**src/rtl/prize_pkg.sv**
```systemverilog
// Encodings shared by the prize spawner and the prize map controller.
package prize_pkg;

   typedef enum logic [2:0] {
      FREE = 3'b000,
      REGU = 3'b001,
      GOLD = 3'b010
   } prize_t;

   localparam int TILE_SHIFT = 6;
   localparam int GRID_ROWS  = 7;
   localparam int GRID_COLS  = 10;

   // Roughly one pick in eight becomes a gold prize.
   function automatic prize_t pick_type(input logic [15:0] rnd);
      return (rnd[10:8] == 3'b111) ? GOLD : REGU;
   endfunction

endpackage

```
**src/rtl/prize_spawner_if.sv**
```systemverilog
// Query and write port between the prize spawner (master) and the prize map (slave).
interface prize_spawner_if;
   import prize_pkg::*;

   logic [2:0] qry_row;
   logic [3:0] qry_col;
   prize_t     qry_type;
   logic       wr_valid;
   logic       wr_ready;
   logic [2:0] wr_row;
   logic [3:0] wr_col;
   prize_t     wr_type;

   modport master (
      output qry_row, qry_col, wr_valid, wr_row, wr_col, wr_type,
      input  qry_type, wr_ready
   );

   modport slave (
      input  qry_row, qry_col, wr_valid, wr_row, wr_col, wr_type,
      output qry_type, wr_ready
   );

endinterface

```
**src/rtl/prize_spawner_lfsr16.sv**
```systemverilog
// Free-running 16-bit Fibonacci LFSR (taps 16/14/13/11), reloaded with SEED on reset.
module lfsr16 #(
   parameter logic [15:0] SEED = 16'hACE1
) (
   input  logic        clk,
   input  logic        reset,
   output logic [15:0] lfsr
);

   always_ff @(posedge clk) begin
      if (reset)
         lfsr <= SEED;
      else
         lfsr <= {lfsr[14:0], lfsr[15] ^ lfsr[13] ^ lfsr[12] ^ lfsr[10]};
   end

endmodule

```
**src/rtl/prize_spawner.sv**
```systemverilog
// Periodically picks a random free grid cell away from Bumpy and writes a prize into the map.
//
// state | meaning
// IDLE  | spawn timer running; waits for period end and room under the cap
// PICK  | take a cell from the LFSR; off-grid picks count as retries
// QUERY | query port driven, map answers next clock
// CHECK | accept a free cell not under Bumpy, else retry
// WRITE | wr_valid held with a stable cell until wr_ready
module prize_spawner
   import prize_pkg::*;
#(
   parameter int          NUM_OF_ROWS  = GRID_ROWS,
   parameter int          NUM_OF_COLS  = GRID_COLS,
   parameter int          SPAWN_PERIOD = 50_000_000,
   parameter int          MAX_PRIZES   = 8,
   parameter int          MAX_RETRIES  = 15,
   parameter logic [15:0] LFSR_SEED    = 16'hACE1
) (
   input  logic             clk,
   input  logic             reset,
   input  logic             enable,
   input  logic [10:0]      bumpy_x,
   input  logic [10:0]      bumpy_y,
   input  logic             prize_collected,
   prize_spawner_if.master  map,
   output logic [3:0]       live_count,
   output logic             spawn_done,
   output logic             spawn_fail
);

   localparam int TW = $clog2(SPAWN_PERIOD);
   localparam int RW = $clog2(MAX_RETRIES + 1);

   typedef enum logic [2:0] {IDLE, PICK, QUERY, CHECK, WRITE} spawn_state_t;

   spawn_state_t   state;
   logic [TW-1:0]  timer;
   logic [RW-1:0]  retry;
   prize_t         type_q;
   logic [15:0]    lfsr;

   lfsr16 #(.SEED(LFSR_SEED)) u_lfsr (
      .clk   (clk),
      .reset (reset),
      .lfsr  (lfsr)
   );

   logic [2:0]  pick_row;
   logic [3:0]  pick_col;
   logic        pick_ok;
   logic [10:0] bumpy_row;
   logic [10:0] bumpy_col;
   logic        bumpy_hit;
   logic [RW-1:0] retry_next;
   logic        retry_last;
   logic        below_cap;
   logic        handshake;

   assign pick_row   = lfsr[2:0];
   assign pick_col   = lfsr[6:3];
   assign pick_ok    = (32'(pick_row) < NUM_OF_ROWS) && (32'(pick_col) < NUM_OF_COLS);
   assign bumpy_row  = bumpy_y >> TILE_SHIFT;
   assign bumpy_col  = bumpy_x >> TILE_SHIFT;
   assign bumpy_hit  = ({8'd0, map.qry_row} == bumpy_row) && ({7'd0, map.qry_col} == bumpy_col);
   assign retry_next = retry + 1'b1;
   assign retry_last = (retry_next == RW'(MAX_RETRIES));
   assign below_cap  = (32'(live_count) < MAX_PRIZES);
   assign handshake  = (state == WRITE) && map.wr_ready;

   always_ff @(posedge clk) begin
      if (reset) begin
         state       <= IDLE;
         timer       <= '0;
         retry       <= '0;
         type_q      <= FREE;
         live_count  <= '0;
         spawn_done  <= 1'b0;
         spawn_fail  <= 1'b0;
         map.qry_row <= '0;
         map.qry_col <= '0;
         map.wr_valid <= 1'b0;
         map.wr_row  <= '0;
         map.wr_col  <= '0;
         map.wr_type <= FREE;
      end else begin
         spawn_done <= 1'b0;
         spawn_fail <= 1'b0;

         // A collection landing on the write handshake cancels out.
         if (handshake && !prize_collected && below_cap)
            live_count <= live_count + 4'd1;
         else if (!handshake && prize_collected && live_count != 4'd0)
            live_count <= live_count - 4'd1;

         case (state)
            IDLE: begin
               if (enable) begin
                  if (timer == TW'(SPAWN_PERIOD - 1)) begin
                     if (below_cap) begin
                        timer <= '0;
                        retry <= '0;
                        state <= PICK;
                     end
                  end else begin
                     timer <= timer + 1'b1;
                  end
               end
            end
            PICK: begin
               type_q <= pick_type(lfsr);
               if (pick_ok) begin
                  map.qry_row <= pick_row;
                  map.qry_col <= pick_col;
                  state       <= QUERY;
               end else if (retry_last) begin
                  spawn_fail <= 1'b1;
                  state      <= IDLE;
               end else begin
                  retry <= retry_next;
               end
            end
            QUERY: state <= CHECK;
            CHECK: begin
               if (map.qry_type == FREE && !bumpy_hit) begin
                  map.wr_valid <= 1'b1;
                  map.wr_row   <= map.qry_row;
                  map.wr_col   <= map.qry_col;
                  map.wr_type  <= type_q;
                  state        <= WRITE;
               end else if (retry_last) begin
                  spawn_fail <= 1'b1;
                  state      <= IDLE;
               end else begin
                  retry <= retry_next;
                  state <= PICK;
               end
            end
            WRITE: begin
               if (map.wr_ready) begin
                  map.wr_valid <= 1'b0;
                  spawn_done   <= 1'b1;
                  state        <= IDLE;
               end
            end
            default: state <= IDLE;
         endcase
      end
   end

endmodule

```
**src/flat_wrapper.sv**
```systemverilog
// flat-port wrapper written by rule: the top's interface ports become plain ports
module prize_spawner_flat import prize_pkg::*;
#(
   parameter int          NUM_OF_ROWS  = GRID_ROWS,
   parameter int          NUM_OF_COLS  = GRID_COLS,
   parameter int          SPAWN_PERIOD = 50_000_000,
   parameter int          MAX_PRIZES   = 8,
   parameter int          MAX_RETRIES  = 15,
   parameter logic [15:0] LFSR_SEED    = 16'hACE1
)
  (clk, reset, enable, bumpy_x, bumpy_y, prize_collected, live_count, spawn_done, spawn_fail, map_qry_row, map_qry_col, map_wr_valid, map_wr_row, map_wr_col, map_wr_type, map_qry_type, map_wr_ready);
  prize_spawner_if map_i ();
  input  logic clk;
  input  logic reset;
  input  logic enable;
  input  logic [10:0] bumpy_x;
  input  logic [10:0] bumpy_y;
  input  logic prize_collected;
  output logic [3:0] live_count;
  output logic spawn_done;
  output logic spawn_fail;
  output wire logic [$bits(map_i.qry_row)-1:0] map_qry_row;
  output wire logic [$bits(map_i.qry_col)-1:0] map_qry_col;
  output wire logic [$bits(map_i.wr_valid)-1:0] map_wr_valid;
  output wire logic [$bits(map_i.wr_row)-1:0] map_wr_row;
  output wire logic [$bits(map_i.wr_col)-1:0] map_wr_col;
  output wire logic [$bits(map_i.wr_type)-1:0] map_wr_type;
  input wire logic [$bits(map_i.qry_type)-1:0] map_qry_type;
  input wire logic [$bits(map_i.wr_ready)-1:0] map_wr_ready;
  assign map_qry_row = map_i.qry_row;
  assign map_qry_col = map_i.qry_col;
  assign map_wr_valid = map_i.wr_valid;
  assign map_wr_row = map_i.wr_row;
  assign map_wr_col = map_i.wr_col;
  assign map_wr_type = map_i.wr_type;
  assign map_i.qry_type = map_qry_type;
  assign map_i.wr_ready = map_wr_ready;
  prize_spawner #(.NUM_OF_ROWS(NUM_OF_ROWS), .NUM_OF_COLS(NUM_OF_COLS), .SPAWN_PERIOD(SPAWN_PERIOD), .MAX_PRIZES(MAX_PRIZES), .MAX_RETRIES(MAX_RETRIES), .LFSR_SEED(LFSR_SEED)) u_core (.clk(clk), .reset(reset), .enable(enable), .bumpy_x(bumpy_x), .bumpy_y(bumpy_y), .prize_collected(prize_collected), .map(map_i), .live_count(live_count), .spawn_done(spawn_done), .spawn_fail(spawn_fail));
endmodule
```
**config.mk**
```make
export PLATFORM = sky130hd
export DESIGN_NAME = prize_spawner_flat
export DESIGN_NICKNAME = d
export VERILOG_FILES = /design/src/rtl/prize_pkg.sv /design/src/rtl/prize_spawner_if.sv /design/src/rtl/prize_spawner_lfsr16.sv /design/src/rtl/prize_spawner.sv /design/src/flat_wrapper.sv
export SDC_FILE = /design/constraint.sdc
export NUM_CORES = 1
export LEC_CHECK = 0
export CAP_MARGIN = 20
export CORE_AREA = 2 2 82 84
export DETAILED_ROUTE_END_ITERATION = 7
export DIE_AREA = 0 0 84 86
export MAX_ROUTING_LAYER = met4
export PLACE_DENSITY = 0.78
export SYNTH_ARGS = -nofsm -noshare
export SYNTH_HDL_FRONTEND = slang
export SYNTH_SLANG_ARGS = --single-unit
```
**constraint.sdc**
```tcl
create_clock -name clk -period 2.49 [get_ports clk]
set_input_delay 0.249 -clock clk [delete_from_list [all_inputs] [get_ports clk]]
set_output_delay 0.249 -clock clk [all_outputs]
set_load 0.02 [all_outputs]
```
# After elaboration in Yosys (flattened, before gate mapping)
# Index checks and enable logic that the tools add are counted.
[classes]
add_sub_neg = 4
magnitude_cmp = 3
n_eq_ne = 18
n_mux = 29
bitwise = 4
n_reduce_logical = 24
[op_table]
columns = ["operator", "count"]
rows = [
  ["26-bit 2-to-1 mux", 2],
  ["4-bit 2-to-1 mux", 8],
  ["26-bit by 1-bit adder with 26-bit output (second input constant)", 1],
  ["26-bit == test (second input constant)", 1],
  ["3-bit 2-to-1 mux", 7],
  ["3-bit one-hot mux with 5 select lines", 1],
  ["4-bit one-hot mux with 3 select lines", 1],
  ["4-bit by 1-bit adder with 4-bit output (second input constant)", 2],
  ["1-bit logical AND", 8],
  ["4-bit < comparator (second input constant)", 2],
  ["2-bit by 1-bit inequality test with 1-bit output (second input constant)", 4],
  ["2-bit inequality test (second input constant)", 4],
  ["1-bit 2-to-1 mux", 7],
  ["3-bit by 2-bit == test with 1-bit output (second input constant)", 2],
  ["3-bit == test (second input constant)", 2],
  ["3-bit logical NOT", 2],
  ["3-bit AND reduction", 2],
  ["6-bit AND reduction", 1],
  ["3-bit by 5-bit == test with 1-bit output", 1],
  ["4-bit by 5-bit == test with 1-bit output", 1],
  ["5-bit AND reduction", 1],
  ["4-bit == test (second input constant)", 1],
  ["1-bit one-hot mux with 2 select lines", 2],
  ["2-bit AND reduction", 2],
  ["12 further kinds", 17],
]
[word_totals]
register_bits = 76
output_inout_bits = 24
elab_cells = 96

# Depth between registers and ports, before layout
# Gate-level depths: netlist of the first run.
[logic_depth]
ltp_word = 7
ltp_mapped = 7
depth_no_buf = 7

# By module
# Synthesis of the first run repeated with hierarchy kept, for this count alone.
[unflattened]
cells_unflattened = 350
hier_area_um2 = 3224.3
[by_module_without_submodules]
columns = ["module", "instances", "cells_per_inst", "area_each_um2"]
rows = [
  ["prize_spawner", 1, 314, 2770.2],
  ["lfsr16", 1, 36, 454.2],
]

# Worst setup path after synthesis of the first run
# Ideal clock, no wire load.
[synth_timing]
path_type = "register to register"
startpoint = "register u_core.state[1]"
endpoint = "register u_core.live_count[3]"
setup_ps = 117
arrival_ps = 1895
t_required_ps = 2373
path_slack_ps = 477
stages_incl_launch_ff = 8
path_buffers = 0
period_less_slack_ps = 2013
path_cell_list = "dfxtp_1 -> nand4bb_2 -> or3_4 -> ha_1 -> a21o_2 -> a211oi_2 -> xor2_1 -> nor2_1"
[synth_via]
elab_chain_len = 6
elab_cells_between_ends = 9
cone_classes = "eq/ne: 1; mux: 1; reduce/logical: 7"
[synth_rtl]
columns = ["element", "line", "rtl"]
rows = [
  ["from (decl)", "prize_spawner.sv:36", "spawn_state_t state;"],
  ["from (signal assigned)", "prize_spawner.sv:72", "state <= IDLE;"],
  ["from (signal assigned)", "prize_spawner.sv:102", "state <= PICK;"],
  ["from (signal assigned)", "prize_spawner.sv:114", "state <= QUERY;"],
  ["3-bit == test (*)", "prize_spawner.sv:68", "assign handshake = (state == WRITE) && map.wr_ready;"],
  ["1-bit logical AND (*)", "prize_spawner.sv:68", ""],
  ["1-bit logical NOT", "prize_spawner.sv:92", "else if (!handshake && prize_collected && live_count != 4'd0)"],
  ["1-bit logical AND (2 in a row)", "prize_spawner.sv:92", ""],
  ["2-bit nonzero test (no line)", "--", ""],
  ["to (signal assigned)", "prize_spawner.sv:91", "live_count <= live_count + 4'd1;"],
  ["to (signal assigned)", "prize_spawner.sv:93", "live_count <= live_count - 4'd1;"],
  ["to (decl)", "prize_spawner.sv:26", "output logic [3:0] live_count,"],
]
# Every way passes the cells marked *; elsewhere a longest branch is shown, timed or not.
# A chain may end at the register's enable or synchronous reset.

# Final worst setup path of the first run
[layout_timing]
startpoint = "register u_core.timer[0]"
endpoint = "register u_core.retry[2]"
[layout_via]
elab_chain_len = 3
[layout_rtl]
columns = ["element", "line", "rtl"]
rows = [
  ["from (decl)", "prize_spawner.sv:37", "logic [TW-1:0] timer;"],
  ["from (signal assigned)", "prize_spawner.sv:105", "timer <= timer + 1'b1;"],
  ["26-bit == test", "prize_spawner.sv:98", "if (timer == TW'(SPAWN_PERIOD - 1)) begin"],
  ["2-bit by 1-bit inequality test with 1-bit output (no line)", "--", ""],
  ["6-bit AND reduction (no line)", "--", ""],
  ["to (signal assigned)", "prize_spawner.sv:119", "retry <= retry_next;"],
  ["to (signal assigned)", "prize_spawner.sv:134", "retry <= retry_next;"],
  ["to (decl)", "prize_spawner.sv:38", "logic [RW-1:0] retry;"],
]
# Every way passes these cells.

==> results of run 1 <==
## through the flow
| step | setup slack (ns) | power, W | std cells |
|---|---|---|---|
| 2_1_floorplan | 0.477 | 0.00130 | 347 |
| 3_5_place_dp | 0.156 | 0.00135 | 461 |
| 3_3_place_gp | 0.156 | 0.00134 | 461 |
| 5_1_grt | 0.237 | 0.00245 | 477 |
| 4_1_cts | 0.389 | 0.00238 | 477 |
| 6_report | 0.377 | 0.00236 | 477 |
## critical path, stage by stage (launching register included)
cell and delay [ns]:
sky130_fd_sc_hd__dfxtp_1 0.39, sky130_fd_sc_hd__ha_1 0.23, sky130_fd_sc_hd__nand4_1 0.22, sky130_fd_sc_hd__nor4_2 0.34, sky130_fd_sc_hd__and4_1 0.29, sky130_fd_sc_hd__o211a_4 0.21, sky130_fd_sc_hd__o21ai_1 0.07, sky130_fd_sc_hd__a32o_1 0.25
## cells in the final DEF (no fill, tap or decap), types with 2 or more instances in the layout
master                             n
sky130_fd_sc_hd__dfxtp_1          74
sky130_fd_sc_hd__ha_1              5
sky130_fd_sc_hd__nand3b_1          3
sky130_fd_sc_hd__nand2_1          15
sky130_fd_sc_hd__or3_1             2
sky130_fd_sc_hd__and3_1            3
sky130_fd_sc_hd__nor2_1           66
sky130_fd_sc_hd__nor2b_1          10
sky130_fd_sc_hd__clkinvlp_4        2
sky130_fd_sc_hd__and4_1            4
sky130_fd_sc_hd__clkdlybuf4s50_1  40
sky130_fd_sc_hd__nand4_1          10
sky130_fd_sc_hd__a21oi_1           7
sky130_fd_sc_hd__buf_4             8
sky130_fd_sc_hd__bufinv_16         2
sky130_fd_sc_hd__xor2_1           12
sky130_fd_sc_hd__clkbuf_8          9
sky130_fd_sc_hd__nand3_1          14
sky130_fd_sc_hd__a32oi_1           2
sky130_fd_sc_hd__o21ai_0           7
sky130_fd_sc_hd__o21ai_1           2
sky130_fd_sc_hd__mux2i_1          19
sky130_fd_sc_hd__nor3_1            8
sky130_fd_sc_hd__inv_1             8
sky130_fd_sc_hd__nor4b_1           4
sky130_fd_sc_hd__clkinv_4          2
sky130_fd_sc_hd__or2_2             7
sky130_fd_sc_hd__xnor2_1          25
sky130_fd_sc_hd__nor4_1            2
## worst paths after layout
check / startpoint / endpoint / slack [ns] / depth (start not counted)
setup / recovery: u_core.timer[0] / u_core.retry[2] / 0.38 / 7
setup reg to reg: u_core.timer[0] / u_core.retry[2] / 0.38 / 7
hold / removal: u_core.u_lfsr.lfsr[14] / u_core.u_lfsr.lfsr[15] / 0.43 / 1
hold reg to reg: u_core.u_lfsr.lfsr[14] / u_core.u_lfsr.lfsr[15] / 0.43 / 1
## metal layers
| layer | share of wire, % | vias to the layer above | GRT usage (%) |
|---|---|---|---|
| li1 | - | 1290 | - |
| met1 | 46 | 1204 | 23.5 |
| met2 | 49 | 40 | 31.6 |
| met3 | 4.0 | 5 | 5.97 |
| met4 | 0.66 | 0 | 5.13 |
| met5 | 0 | - | - |
## state kept, by name (all words and copies together), names as in the netlist
signal	flops
u_core.map.qry_row	3
u_core.u_lfsr.lfsr	16
u_core.map.wr_col	4
u_core.map.wr_row	3
u_core.retry	4
u_core.spawn_done	1
u_core.map.wr_type	2
u_core.state	3
u_core.spawn_fail	1
u_core.map.wr_valid	1
u_core.live_count	4
u_core.type_q	2
u_core.timer	26
u_core.map.qry_col	4
## final cells by class
class                   instances  area, sq um
fillers                       534         2300
multi-input cells             254         1680
flip-flops and latches         74         1480
repair buffers                 48          460
clock buffers                   9          124
clock inverters                 7          101
well taps                      77         96.3
inverters                       8         30.0
## logic make-up after synthesis
| family | Yosys count | share of synthesized area [%] |
|---|---|---|
| multiplexers | 19 | 5.85 |
| XOR/XNOR | 37 | 9.97 |
| other | 1 | 0.115 |
| flip-flops | 74 | 45.6 |
| AO/OA/AOI/OAI | 29 | 6.20 |
| adder cells (fa/ha/maj) | 6 | 2.54 |
| buffers and inverters | 19 | 2.73 |
| AND/OR/NAND/NOR | 162 | 27.0 |
## power by group through the flow
stage / sequential (W) / clock, W / combinational (W)
after global placement: 0.00125 / 0 / 0.0000976
final: 0.00122 / 0.00104 / 0.0000991
after floorplan: 0.00124 / 0 / 0.0000566
after CTS: 0.00122 / 0.00107 / 0.000100
after detailed placement: 0.00125 / 0 / 0.000100
after global routing: 0.00122 / 0.00112 / 0.000109
==> out/summary.md, run 1 <==
• result of the run: completed
• portion of synthesized cell area occupied by the leading cell type: 45.6%
• GRT Util Overall: 19.4%
• number of core rows: 29
• data arrival time of the critical path: 2.35 ns
• Yosys warnings: 0
• Least-Margin Pin Slew: 0.580 ns
• last weighted congestion value of the routability-driven placer: 0.767
• maximum achievable frequency: 473 MHz
• Initial DRC Count: 98
• class of the tightest hold or removal check: flop to flop
• final hold slack: 0.428 ns
• Skew-Pair Late Insertion Delay: 0.35 ns
• power dissipated by switching net loads: 0.000529 W
• combinational cell fraction of total power: 4.2%
• number of remaining DRC errors: 0
• Total Neg Setup Slack: 0 ns
• top cells by area, synth: sky130_fd_sc_hd__dfxtp_1 (46%), sky130_fd_sc_hd__nor2_1 (7.6%), sky130_fd_sc_hd__xnor2_1 (6.7%), sky130_fd_sc_hd__mux2i_1 (5.8%), sky130_fd_sc_hd__xor2_1 (3.2%)
• total power divided by cell area: 593 nW/um^2
• register bit total from synthesis: 74
• count of hold buffers inserted by post-cts repair: 0
• # clock sinks: 74
• post-route fraction of the period consumed by the critical path: 84.9%
• vias in the first global route: 2407
• mean routed wirelength per cell: 13.6 um
• nets@finish: 431
• max-capacitance violation count: 0
• number of H-tree levels: 3
• cell count after synthesis: 347
• number of enable-type register cells in the synthesized netlist: 0
• core occupancy in the finished layout: 63.3%
• clock network power share: 44.1%
• Internal Dissipation: 0.00183 W
• share of layout cells above drive strength 1: 10.5%
• largest driver fanout on the critical path: 6
• Sw Ratio: 22.4%
• first-pass GRT wire length: 11100 um
• post-synthesis cell area: 3250 sq um
• average via count per standard cell: 5.32
• pin count of the biggest net entering global routing: 40
• Post-DP Area: 3750 sq um
• sequential power share: 51.7%
• Diodes inserted: 0
• Inserted Clock Buffers: 9
• number of antenna violations at the first check in global routing: 0
• post-detailed-routing wire length: 6490 um
• clock root buffer master: sky130_fd_sc_hd__clkbuf_8
• TritonCTS clock tree: done
• cell with the most instances after synthesis: sky130_fd_sc_hd__dfxtp_1
• Setup Fix Bufs, Post-CTS: 0
• placed wire-length estimate: 4610 um
• worst-case clock skew: 0.0114 ns
• gr ovfl total: 0
• IO Port Bufs: 40
• routed via count: 2539
• post-route ant nets: 0
• clock input transition at the sequential cells of the worst setup and hold paths: 0.08 ns
• most instantiated flip-flop cell in the synthesis netlist: sky130_fd_sc_hd__dfxtp_1
• core footprint: 6280 sq um
• Initial Utilization: 51.8%
• die footprint: 7220 sq um
• Final Critical Period: 2.11 ns
• max-slew violation count: 0
• critical path capture point type: flop
• clock tree buffer depth: 2
• highest ir drop seen on vdd: 0.415 mV
• Leakage Power: 1.53 nW
• leading cell types by count after synthesis: sky130_fd_sc_hd__dfxtp_1 (74), sky130_fd_sc_hd__nor2_1 (66), sky130_fd_sc_hd__xnor2_1 (25)
• final hold vios: 0
• post-route cell area: 3980 sq um
• category of the most critical setup path: flop to flop
• number of gates given a new drive strength after cts: 0
• floorplan die width: 84 um
• syn_area_per_cell: 9.37 sq um
• unrepaired setup endpoints after global routing: false
• final setup fails: 0
• boundary pin count: 54
• distinct cell type count after synthesis: 54
• first-pass iteration count of the detailed router: 4
• Mapped Nets: 383
• growth of design area from synthesis to finish: 22.2%
• CP required: 2.73 ns
• post-synth top area cell: sky130_fd_sc_hd__dfxtp_1
• normalized max-slew margin: 61.0%
• overall die height: 86 um
• startpoint type of the worst setup path: flop
• sequential area share after synthesis: 45.6%
• ys async rst share: 0%
(Power assumes the default switching activity.)
==> run 2: changes to the inputs <==
- CORE_AREA: 2 2 82 84 -> 2 2 86 88
- DIE_AREA: 0 0 84 86 -> 0 0 88 90
- PLACE_DENSITY: 0.78 -> 0.74
- clock period: 2.49 -> 1.9 ns (I/O delays scaled with it)
==> run 2 against run 1 <==
Compared with the run above:
- the run now ends with setup timing left
- clock skew rose by 0.0014 ns
- sequential power rose by 30%
- design area rose by 9.8%
- non-clock buffer count rose by 31
- hold slack got worse by 0.015 ns
- critical path type unchanged
- largest cell class unchanged
- largest power group unchanged
==> out/summary.md, run 2 (synthesis results as in run 1) <==
• overall die height: 90 um, was 86 um
• boundary pin count: 54, unchanged
• number of flip-flops in the largest register: 26, unchanged
• placed wire-length estimate: 4850 um, was 4610 um
• Leakage Power: 1.72 nW, was 1.53 nW
• total power divided by cell area: 725 nW/um^2, was 593 nW/um^2
• unrepaired setup endpoints after global routing: true, was false
• number of H-tree levels: 3, unchanged
• max-capacitance violation count: 0, unchanged
• result of the run: finished, violations left, was completed
• Skew-Pair Late Insertion Delay: 0.36 ns, was 0.35 ns
• post-route fraction of the period consumed by the critical path: 101%, was 84.9%
• WHS Endpoint: u_core.u_lfsr.lfsr[15], unchanged
• end of the worst register-to-register path: u_core.live_count[3], was u_core.retry[2]
• clock tree buffer depth: 2, unchanged
• Setup WS post-layout: -0.0161 ns, was 0.377 ns
• worst flop-to-flop path startpoint: u_core.state[0], was u_core.timer[0]
• TritonCTS clock tree: done, unchanged
• registers with the most flip-flops: u_core.timer x26, u_core.u_lfsr.lfsr x16, unchanged
• Reg with most FFs: u_core.timer, unchanged
• count of hold buffers inserted by post-cts repair: 0, unchanged
• average via count per standard cell: 5.11, was 5.32
• failing checks: setup timing
• max-slew violation count: 0, unchanged
• highest ir drop seen on vdd: 0.430 mV, was 0.415 mV
• class of the tightest hold or removal check: flop to flop, unchanged
• nets@finish: 462, was 431
• startpoint type of the worst setup path: flop, unchanged
• critical path capture point type: flop, unchanged
• share of layout cells above drive strength 1: 20.0%, was 10.5%
• first-pass GRT wire length: 11900 um, was 11100 um
• die footprint: 7920 sq um, was 7220 sq um
• first-pass iteration count of the detailed router: 4, unchanged
• final hold vios: 0, unchanged
• floorplan die width: 88 um, was 84 um
• vias in the first global route: 2525, was 2407
• Initial Utilization: 46.3%, was 51.8%
• Total Neg Setup Slack: -0.0161 ns, was 0 ns
• Reg2Reg Depth: 7, unchanged
• IO Port Bufs: 40, unchanged
• final setup fails: 1, was 0
• mean routed wirelength per cell: 13.6 um, about the same
• GRT Util Overall: 19.6%, was 19.4%
• clock input transition at the sequential cells of the worst setup and hold paths: 0.08 ns, about the same
• Initial DRC Count: 133, was 98
• clock root buffer master: sky130_fd_sc_hd__clkbuf_8, unchanged
• pre-CTS setup slack: -0.297 ns, was 0.156 ns
• last weighted congestion value of the routability-driven placer: 0.832, was 0.767
• Final Critical Period: 1.92 ns, was 2.11 ns
• CP required: 2.15 ns, was 2.73 ns
• number of antenna violations at the first check in global routing: 0, unchanged
• Min-Delay Path Depth: 1, unchanged
• core footprint: 7020 sq um, was 6280 sq um
• number of core rows: 31, was 29
• # clock sinks: 74, unchanged
• category of the most critical setup path: flop to flop, unchanged
• leading cell types in the layout, fill and taps excluded: sky130_fd_sc_hd__dfxtp_1 (72), sky130_fd_sc_hd__nor2_1 (65), sky130_fd_sc_hd__clkdlybuf4s50_1 (40), sky130_fd_sc_hd__buf_4 (36), sky130_fd_sc_hd__xnor2_1 (25), was sky130_fd_sc_hd__dfxtp_1 (74), sky130_fd_sc_hd__nor2_1 (66), sky130_fd_sc_hd__clkdlybuf4s50_1 (40), sky130_fd_sc_hd__xnor2_1 (25), sky130_fd_sc_hd__mux2i_1 (19)
• data arrival time of the critical path: 2.17 ns, was 2.35 ns
• largest driver fanout on the critical path: 4, was 6
• post-detailed-routing wire length: 7220 um, was 6490 um
• pin count of the biggest net entering global routing: 51, was 40
• Inserted Clock Buffers: 9, unchanged
• growth of design area from synthesis to finish: 34.2%, was 22.2%
• gr ovfl total: 0, unchanged
• commonest non-fill, non-tap cell in the layout: sky130_fd_sc_hd__dfxtp_1, unchanged
• worst-case clock skew: 0.0128 ns, was 0.0114 ns
• post-route ant nets: 0, unchanged
• Critical path origin: u_core.state[0], was u_core.timer[0]
• R2R setup slack: -0.02 ns, was 0.38 ns
• routed via count: 2707, was 2539
• Diodes inserted: 0, unchanged
• Hold Startpoint: u_core.u_lfsr.lfsr[14], unchanged
• maximum achievable frequency: 522 MHz, was 473 MHz
• number of remaining DRC errors: 0, unchanged
[run 2: cell count changes in the layout (fill, tap and decap cells not counted), sizes merged]
cell,previous run,this run
buf,8,39
clkbuf,9,10
clkinvlp,2,0
inv,9,10
[run 2: worst max-delay path by stage]
stage / end / slack [ns] / cells past startpoint
floorplan: u_core.live_count[3] / -0.01 / 7
global placement: u_core.live_count[3] / -0.28 / 8
detailed placement: u_core.timer[11] / -0.30 / 7
CTS: u_core.live_count[3] / -0.03 / 7
global route: u_core.live_count[3] / -0.08 / 7
finish: u_core.live_count[3] / -0.02 / 7
[run 2: through the flow]
step	power, W	instances	util, %	hold WS [ns]	area, sq um
3_5_place_dp	0.00178	509	57.2	0.403	4010
5_1_grt	0.00326	530	62.1	0.421	4360
6_report	0.00316	530	62.1	0.413	4360
4_1_cts	0.00318	527	61.1	0.416	4290
3_3_place_gp	0.00177	509	57.2	0.396	4010
2_1_floorplan	0.00170	347	-	0.322	3280
[run 2: cell type report]
class	count	area, sq um
Tap cell	99	124
Sequential cell	74	1490
Clock inverter	6	95.1
Inverter	8	30.0
Clock buffer	10	138
Fill cell	577	2660
Timing Repair Buffer	79	713
Multi-Input combinational cell	254	1780
[run 2: where the power goes]
group / total [W] / leakage (nW) / switching (W) / internal (W)
sequential: 0.00159 / 0.602 / 0.0000178 / 0.00158
combinational: 0.000159 / 0.997 / 0.0000706 / 0.0000881
clock: 0.00141 / 0.117 / 0.000622 / 0.000789
total: 0.00316 / 1.72 / 0.000710 / 0.00245
[run 2: critical path: stages, from the launching register on]
cell	delay, ns
sky130_fd_sc_hd__dfxtp_4	0.36
sky130_fd_sc_hd__nand4bb_4	0.22
sky130_fd_sc_hd__or3_4	0.42
sky130_fd_sc_hd__ha_4	0.23
sky130_fd_sc_hd__a21o_4	0.21
sky130_fd_sc_hd__a211oi_2	0.19
sky130_fd_sc_hd__xor2_1	0.16
sky130_fd_sc_hd__nor2_1	0.05
[run 2: what timing repair did]
item | in CTS | in global routing
buffers inserted | 2 | 2
endpoints found under the hold margin | 0 | 0
cloned | 0 | 1
pin swaps | 0 | 6
endpoints found under the setup margin | 20 | 31
resized for setup | 6 | 14
[run 2: routing by layer]
| metal | vias up | routed length (um) | GRT usage, % |
|---|---|---|---|
| met5 | - | 0 | - |
| met4 | 0 | 63 | 5.77 |
| met3 | 9 | 357 | 5.51 |
| met2 | 62 | 3470 | 29.8 |
| met1 | 1279 | 3330 | 25.5 |
| li1 | 1357 | - | - |
==> run 3: changes to the inputs <==
- CORE_AREA: 2 2 86 88 -> 2 2 82 84
- DIE_AREA: 0 0 88 90 -> 0 0 84 86
- PLACE_DENSITY: 0.74 -> 0.78
- SLEW_MARGIN: default -> 20
- clock period: 1.9 -> 1.93 ns (I/O delays scaled with it)
==> run 3 against run 2 <==
Compared with the run above:
- hold slack improved by 0.0045 ns
- total power decreased by 10%
- register-to-register slack improved by 0.04 ns
- the run now ends clean
- clock skew down 0.0036 ns
- flip-flop and latch count unchanged
- global-route usage grew 1.5 points
- largest power group unchanged
- final cell count is 5.5% lower
- clock power fell by 21%
- highest routed layer unchanged
- design area fell by 3.2%
- wire length is 1.4% lower
==> out/summary.md, run 3 (synthesis results as in run 1) <==
• final hold vios: 0, unchanged
• vias in the first global route: 2575, was 2525
• Hold Startpoint: u_core.u_lfsr.lfsr[14], unchanged
• maximum achievable frequency: 526 MHz, was 522 MHz
• Skew-Pair Late Insertion Delay: 0.35 ns, was 0.36 ns
• routed via count: 2635, was 2707
• Initial DRC Count: 96, was 133
• core footprint: 6280 sq um, was 7020 sq um
• Diodes inserted: 0, unchanged
• Inserted Clock Buffers: 9, unchanged
• unrepaired setup endpoints after global routing: true, unchanged
• area of the multi-input gates: 1770 sq um, was 1780 sq um
• average via count per standard cell: 5.26, was 5.11
• final hold slack: 0.418 ns, was 0.413 ns
• registers with the most flip-flops: u_core.timer x26, u_core.u_lfsr.lfsr x16, unchanged
• number of remaining DRC errors: 0, unchanged
• IO Port Bufs: 40, unchanged
• pin count of the biggest net entering global routing: 45, was 51
• category of the most critical setup path: flop to flop, unchanged
• clock root buffer master: sky130_fd_sc_hd__clkbuf_8, unchanged
• nets@finish: 455, was 462
• footprint of the flip-flops and latches: 1490 sq um, about the same
• Reg with most FFs: u_core.timer, unchanged
• clock input transition at the sequential cells of the worst setup and hold paths: 0.08 ns, about the same
• Total Neg Setup Slack: 0 ns, was -0.0161 ns
• Worst path max stage delay: 0.38 ns, was 0.42 ns
• worst-case clock skew: 0.00918 ns, was 0.0128 ns
• die footprint: 7220 sq um, was 7920 sq um
• class of the tightest hold or removal check: flop to flop, unchanged
• placed wire-length estimate: 4970 um, was 4850 um
• last weighted congestion value of the routability-driven placer: 0.827, was 0.832
• leading cell types in the layout, fill and taps excluded: sky130_fd_sc_hd__dfxtp_1 (70), sky130_fd_sc_hd__nor2_1 (65), sky130_fd_sc_hd__clkdlybuf4s50_1 (40), sky130_fd_sc_hd__buf_4 (30), sky130_fd_sc_hd__xnor2_1 (25), was sky130_fd_sc_hd__dfxtp_1 (72), sky130_fd_sc_hd__nor2_1 (65), sky130_fd_sc_hd__clkdlybuf4s50_1 (40), sky130_fd_sc_hd__buf_4 (36), sky130_fd_sc_hd__xnor2_1 (25)
• Critical path origin: u_core.state[0], unchanged
• # clock sinks: 74, unchanged
• data arrival time of the critical path: 2.14 ns, was 2.17 ns
• clock tree buffer depth: 2, unchanged
• total of fill cells in the finished design: 516, was 577
• result of the run: completed, was finished, violations left
• startpoint type of the worst setup path: flop, unchanged
• post-detailed-routing wire length: 7120 um, was 7220 um
• growth of design area from synthesis to finish: 29.9%, was 34.2%
• highest ir drop seen on vdd: 0.591 mV, was 0.430 mV
• mean routed wirelength per cell: 14.2 um, was 13.6 um
• number of H-tree levels: 3, unchanged
• share of layout cells above drive strength 1: 19.3%, was 20.0%
• number of core rows: 29, was 31
• crit-path cells: nand4bb_4 -> or3_4 -> ha_4 -> a21o_2 -> a211oi_2 -> xor2_1 -> nor2_1, was nand4bb_4 -> or3_4 -> ha_4 -> a21o_4 -> a211oi_2 -> xor2_1 -> nor2_1
• count of hold buffers inserted by post-cts repair: 0, unchanged
• CP required: 2.17 ns, was 2.15 ns
• final setup fails: 0, was 1
• largest driver fanout on the critical path: 4, unchanged
• worst flop-to-flop path startpoint: u_core.state[0], unchanged
• number of flip-flops in the largest register: 26, unchanged
• boundary pin count: 54, unchanged
• commonest non-fill, non-tap cell in the layout: sky130_fd_sc_hd__dfxtp_1, unchanged
• Final Critical Period: 1.90 ns, was 1.92 ns
• total power divided by cell area: 672 nW/um^2, was 725 nW/um^2
• max-capacitance violation count: 0, unchanged
• Largest delay share family, worst path: simple AND/OR/NAND/NOR gates, unchanged
• buffer and inverter count on the worst path: 0, unchanged
• overall die height: 86 um, was 90 um
• TritonCTS clock tree: done, unchanged
• max-slew violation count: 0, unchanged
• post-route ant nets: 0, unchanged
• Initial Utilization: 51.8%, was 46.3%
• Leakage Power: 1.66 nW, was 1.72 nW
• first-pass GRT wire length: 11800 um, was 11900 um
• GRT Util Overall: 21.2%, was 19.6%
• post-route fraction of the period consumed by the critical path: 98.6%, was 101%
• first-pass iteration count of the detailed router: 4, unchanged
• floorplan die width: 84 um, was 88 um
• gr ovfl total: 0, unchanged
• standard cell with the maximum stage delay on the critical path: sky130_fd_sc_hd__or3_4, unchanged
• number of antenna violations at the first check in global routing: 0, unchanged
• critical path capture point type: flop, unchanged
## run 3: cell types whose count changed in the layout (fill, tap and decap cells not counted), sizes merged
cell and change:
clkinvlp +2, bufinv -2, clkbuf -1, buf -7
clkinv -1, inv +2
## run 3: cell type report
type / instances / area share, %
Timing Repair Buffer: 72 / 15.6
Clock buffer: 9 / 2.93
Multi-Input combinational cell: 254 / 41.9
Sequential cell: 74 / 35.3
Clock inverter: 7 / 1.39
Inverter: 8 / 0.711
Tap cell: 77 / 2.28
## run 3: timing repair
action | 4_1_cts | 5_1_grt
gates resized for setup | 3 | 14
buffers inserted | 0 | 3
pin swaps | 2 | 4
endpoints found under the setup margin | 2 | 29
## run 3: power breakdown
part,internal [W],total [W],switching (W)
clock network,0.000486,0.00112,0.000632
logic,0.0000793,0.000147,0.0000682
registers,0.00155,0.00157,0.0000180
total,0.00212,0.00284,0.000718
## run 3: path summary, 6_finish.rpt
check                      endpoint  slack, ns  cells past startpoint
min reg2reg  u_core.u_lfsr.lfsr[15]       0.42                      1
min          u_core.u_lfsr.lfsr[15]       0.42                      1
max reg2reg    u_core.live_count[3]       0.03                      7
max            u_core.live_count[3]       0.03                      7
## run 3: through the flow
| stage | setup WS [ns] | instances | total power (W) | cell area (sq um) | utilization, % |
|---|---|---|---|---|---|
| finish | 0.0273 | 501 | 0.00284 | 4220 | 67.3 |
| global route | -0.0891 | 501 | 0.00295 | 4220 | 67.3 |
| CTS | 0.00477 | 498 | 0.00286 | 4150 | 66.0 |
| detailed placement | -0.336 | 482 | 0.00175 | 3950 | 62.9 |
| global placement | -0.297 | 482 | 0.00174 | 3950 | 62.9 |
| floorplan | 0.0202 | 347 | 0.00167 | 3280 | - |
## run 3: routing by layer
layer  part of all wire (%)  track usage (%)  vias up
li1                       -                -     1339
met1                     45             25.4     1245
met2                     51             34.5       45
met3                    3.3             6.64        6
met4                   0.88             6.16        0
met5                      0                -        -
==> variant 1, RTL diff (config.mk and constraints of run 2) <==
Encoding of `spawn_state_t`: now Gray code (3 bits for 5 states).
--- a/src/rtl/prize_spawner.sv
+++ b/src/rtl/prize_spawner.sv
@@ -33,3 +33,3 @@
 
-   typedef enum logic [2:0] {IDLE, PICK, QUERY, CHECK, WRITE} spawn_state_t;
+   typedef enum logic [2:0] {IDLE = 3'b000, PICK = 3'b001, QUERY = 3'b011, CHECK = 3'b010, WRITE = 3'b110} spawn_state_t;
 
Formal check against the unedited RTL: same outputs for any inputs over 10 cycles, from zero or initial values and one cycle with reset high; not proved beyond that.
==> variant 1 against run 2 <==
- the run still ends with setup timing left
- sequential share of layout area is 3.2 points lower
- sequential cell count stayed put
- synthesized area is 4.4% higher
- routed wire length is 20% higher
- setup slack worse by 0.25 ns
- hold slack worse by 0.24 ns
- final area is 11% higher
Power is not compared: it rests on default switching activity, and its combinational part moved more than twofold at a synthesized area within 25%.
==> variant 1: results <==
export IMPL_outcome="finished, violations left"
export IMPL_violations="setup timing"
export IMPL_crit_arrival_ns=2.41
export IMPL_clk_pin_slew_ns=0.08
export IMPL_drive_above_1_share=0.2921
export IMPL_syn_nets=408
export IMPL_ir_drop_v=0.0005278
export IMPL_nets=524
export IMPL_top_regs="u_core.timer: 26 flops, u_core.u_lfsr.lfsr: 16 flops"
export IMPL_dpl_hpwl_mm=6.132
export IMPL_hold_viol=0
export IMPL_drt_pass1_iterations=4
export IMPL_ys_top_cells_by_area="dfxtp_1 44%, xnor2_1 7.2%, nor2_1 6.3%"
export IMPL_antenna_found_initial=0
export IMPL_yosysUniqueCellTypes=56
export IMPL_numCtsBuffers=9
export IMPL_crit_slowest_cell="or3_1"
export IMPL_place_gp_congestion=0.8742
export IMPL_synth_async_sr_flop_share=0
export IMPL_yosys_most_used_dff="dfxtp_1"
export IMPL_grtUsageTotal=0.2297
export IMPL_io_buffer_count=40
export IMPL_grt_pass1_wl_mm=13.96
export IMPL_largest_reg_flops=26
export IMPL_antenna_cells=0
export IMPL_seq_area_frac_synth=0.4363
export IMPL_synth_warnings=0
export IMPL_cts_max_level=3
export IMPL_crit_family="simple AND/OR/NAND/NOR gates"
export IMPL_critPathMaxFanout=3
export IMPL_clock_latency_ns=0.35
export IMPL_power_leakage_nw=2.009
export IMPL_skew_ns=0.008763
export IMPL_fin_ws_ns=-0.2620
export IMPL_drtIter0Drc=100
export IMPL_grt_max_degree=39
export IMPL_fin_setup_tns_ns=-2.785
export IMPL_ys_top_cells_by_count="74 x dfxtp_1, 57 x nor2_1, 28 x xnor2_1, 19 x nand3_1, 18 x mux2i_1"
export IMPL_slowest_delay_ns=0.38
export IMPL_cts_buffer_depth=2
export IMPL_hp_class="input pin to flop"
export IMPL_vias=3130
export IMPL_finalSetupViolations=19
export IMPL_cts_root_buffer="clkbuf_8"
export IMPL_wl_per_cell_um=14.69
## variant 1: tightest hold or removal path, stage by stage
cell and delay, ns:
buf_2 0.09, inv_1 0.13, nand2_1 0.09
## variant 1: what timing repair did
action                                  4_1_cts  5_1_grt
buffers inserted                              5        3
resized for setup                            11       23
gates cloned                                  0        1
hold buffers                                  0        0
pin swaps                                     9       23
endpoints found under the setup margin       21       27
## variant 1: layout make-up
type                       instances  area (um^2)
tap                               99        123.9
fill                             538         2176
clock buffer                      10        137.6
multi-input combinational        276         1978
clock inverter                     6        65.06
sequential                        74         1495
timing repair buffer             122         1026
inverter                           5        18.77
## variant 1: final timing paths
path                          startpoint                endpoint  slack, ns  depth (start not counted)
setup / recovery         u_core.timer[0]         u_core.retry[3]      -0.26                          7
hold reg to reg   u_core.u_lfsr.lfsr[14]  u_core.u_lfsr.lfsr[15]       0.41                          1
hold / removal                     reset   u_core.u_lfsr.lfsr[0]       0.17                          3
setup reg to reg         u_core.timer[0]         u_core.retry[3]      -0.26                          7
## variant 1: logic make-up (layout without fill, tap and decap cells)
kind of cell / count (synthesis) / in the layout / share of synthesized area
muxes: 19 / 19 / 0.05637
adders and majority gates: 6 / 6 / 0.02432
and+or+nand+nor: 174 / 174 / 0.2804
AOI/OAI and AO/OA: 40 / 40 / 0.08033
buffers and inverters: 22 / 143 / 0.02837
xor gates and xnor gates: 36 / 36 / 0.09285
DFF: 74 / 74 / 0.4363
other: 1 / 1 / 0.001104
## variant 1: layer usage
layer,vias up,global-route usage,share of wire
li1,1533,-,-
met4,0,0.08718,0.019
met5,-,-,0
met2,81,0.3971,0.53
met1,1502,0.2500,0.41
met3,14,0.05601,0.043
## variant 1: per-stage QoR
stage / std cells / area, um^2 / utilization / worst slack, ns / hold slack [ns]
global route: 592 / 4845 / 0.6901 / -0.3141 / 0.1636
detailed placement: 569 / 4452 / 0.6341 / -0.3539 / 0.3957
finish: 592 / 4845 / 0.6901 / -0.2620 / 0.1683
global placement: 569 / 4452 / 0.6341 / -0.3281 / 0.3949
CTS: 589 / 4731 / 0.6739 / -0.2585 / 0.1698
floorplan: 372 / 3442 / - / -0.08964 / 0.3344
## variant 1: power breakdown
part	switching (W)	internal, W
sequential	0.0000671	0.00162
clock	0.000600	0.000644
combinational	0.000294	0.000328
==> variant 2, RTL diff (settings of run 2) <==
Without the edit above. `SPAWN_PERIOD` is set to 50_000_000 in 2 places; all go to 100_000_000.
--- a/src/rtl/prize_spawner.sv
+++ b/src/rtl/prize_spawner.sv
@@ -13,3 +13,3 @@
    parameter int          NUM_OF_COLS  = GRID_COLS,
-   parameter int          SPAWN_PERIOD = 50_000_000,
+   parameter int          SPAWN_PERIOD = 100_000_000,
    parameter int          MAX_PRIZES   = 8,
--- a/src/flat_wrapper.sv
+++ b/src/flat_wrapper.sv
@@ -5,3 +5,3 @@
    parameter int          NUM_OF_COLS  = GRID_COLS,
-   parameter int          SPAWN_PERIOD = 50_000_000,
+   parameter int          SPAWN_PERIOD = 100_000_000,
    parameter int          MAX_PRIZES   = 8,
Function: no difference found for any inputs over 10 cycles, from zero or initial values and one cycle with reset high; that may be too few to reach the edited logic, so the function may still have changed.
==> variant 2 against run 2 <==
- the run still ends with setup timing left
- setup slack better by 0.0016 ns
- sequential share of layout area is 0.52 points lower
- count of clock-buffer cells in the layout rose by 2
- routed wire length up 0.44%
- sequential cell count is 1 higher
- synthesized area is 1.8% higher
- final area grew 3.4%
- core utilization rose by 2.1 points
- synthesized cell count grew 2.3%
Power is not compared: it rests on default switching activity, and its combinational part moved more than twofold at a synthesized area within 25%.
==> variant 2: results <==
export IMPL_drive_above_1_share=0.2489
export IMPL_final_cells=545
export IMPL_place_area_um2=4141
export IMPL_violations="setup timing"
export IMPL_sequentialPowerShare=0.503
export IMPL_grt_pass1_vias=2753
export IMPL_seq_area_frac_synth=0.4533
export IMPL_yosysUniqueCellTypes=50
export IMPL_antenna_cells=0
export IMPL_post_place_ws_ns=-0.3167
export IMPL_power_w=0.003378
export IMPL_ir_drop_v=0.0005002
export IMPL_clock_latency_ns=0.35
export IMPL_skew_ns=0.007020
export IMPL_hp_class="flop to flop"
export IMPL_grt_pass1_wl_mm=12.04
export IMPL_fillCellCount=554
export IMPL_p_clk_frac=0.347
export IMPL_fin_setup_tns_ns=-0.02900
export IMPL_syn_inst=355
export IMPL_io_buffer_count=40
export IMPL_synth_warnings=0
export IMPL_outcome="finished, violations left"
export IMPL_maxPowerGroup="registers"
export IMPL_antenna_found_initial=0
export IMPL_p_int_w=0.002537
export IMPL_yosysMostFrequentCell="dfxtp_1"
export IMPL_numCtsBuffers=9
export IMPL_place_gp_congestion=0.8292
export IMPL_crit_family="simple AND/OR/NAND/NOR gates"
export IMPL_power_leakage_nw=1.808
export IMPL_critPathMaxFanout=4
export IMPL_placed_cells=525
export IMPL_cts_buffer_depth=2
export IMPL_ys_top_cells_by_count="75 x dfxtp_1, 54 x nor2_1, 26 x xor2_1, 18 x mux2i_1"
export IMPL_fin_ws_ns=-0.01458
export IMPL_top_regs="u_core.timer: 27 flops, u_core.u_lfsr.lfsr: 16 flops"
export IMPL_crit_arrival_ns=2.21
export IMPL_cts_root_buffer="clkbuf_8"
export IMPL_clk_pin_slew_ns=0.07
export IMPL_drt_pass1_iterations=4
export IMPL_slowest_delay_ns=0.43
export IMPL_drtIter0Drc=129
export IMPL_cts_max_level=3
export IMPL_grtUsageTotal=0.1979
export IMPL_nets=479
export IMPL_syn_nets=391
export IMPL_ys_top_cells_by_area="dfxtp_1 45%, xor2_1 6.9%, nor2_1 6.1%"
export IMPL_wl_per_cell_um=13.31
export IMPL_final_area_um2=4513
export IMPL_grt_max_degree=26
export IMPL_synth_async_sr_flop_share=0
export IMPL_crit_slowest_cell="or4_1"
export IMPL_via_per_inst=5.112
export IMPL_finalSetupViolations=2
export IMPL_dpl_hpwl_mm=5.151
==> variant 2: changes by cell type after synthesis, moves of 3 or more <==
cell / run 2 / this run
nor4b_1: 4 / 0
nor4_1: 2 / 6
xnor2_1: 25 / 8
a21oi_1: 7 / 17
xor2_1: 12 / 26
clkbuf_1: 4 / 8
or3_1: 2 / 10
inv_1: 8 / 4
nor2_1: 66 / 54
nand4_1: 10 / 13
==> variant 2: routing by layer <==
layer,track usage,part of all wire
met5,-,0
met4,0.1077,0.022
met3,0.04775,0.030
met2,0.3138,0.51
met1,0.2271,0.43
==> variant 2: final timing paths <==
path              cells after the start                   start                endpoint  slack (ns)
setup / recovery                      7        u_core.timer[12]         u_core.retry[2]       -0.01
hold / removal                        1  u_core.u_lfsr.lfsr[14]  u_core.u_lfsr.lfsr[15]        0.41
setup reg to reg                      7        u_core.timer[12]         u_core.retry[2]       -0.01
hold reg to reg                       1  u_core.u_lfsr.lfsr[14]  u_core.u_lfsr.lfsr[15]        0.41
==> variant 2: timing repair <==
item / 4_1_cts / 5_1_grt
buffers inserted: 1 / 5
pin swaps: 4 / 11
endpoints found under the hold margin: 0 / 0
resized for setup: 5 / 30
setup endpoints to repair: 6 / 33
==> variant 2: layout make-up <==
cell class	instances	share of cell area
inverter	4	0.003327
tap	99	0.02745
clock buffer	12	0.03216
clock inverter	2	0.008317
timing repair buffer	92	0.1797
sequential	75	0.3355
multi-input combinational	261	0.4136
==> variant 2: logic make-up (layout without fill, tap and decap cells) <==
kind of cell    after synthesis  in the layout  synth area share
simple gates                166            166            0.2811
flops                        75             75            0.4533
compound gates               36             36           0.06800
xor+xnor                     34             34           0.08991
buf+inv                      19            110           0.02720
mux                          18             18           0.05440
fa+ha+maj                     6              6           0.02493
other cells                   1              1          0.001132
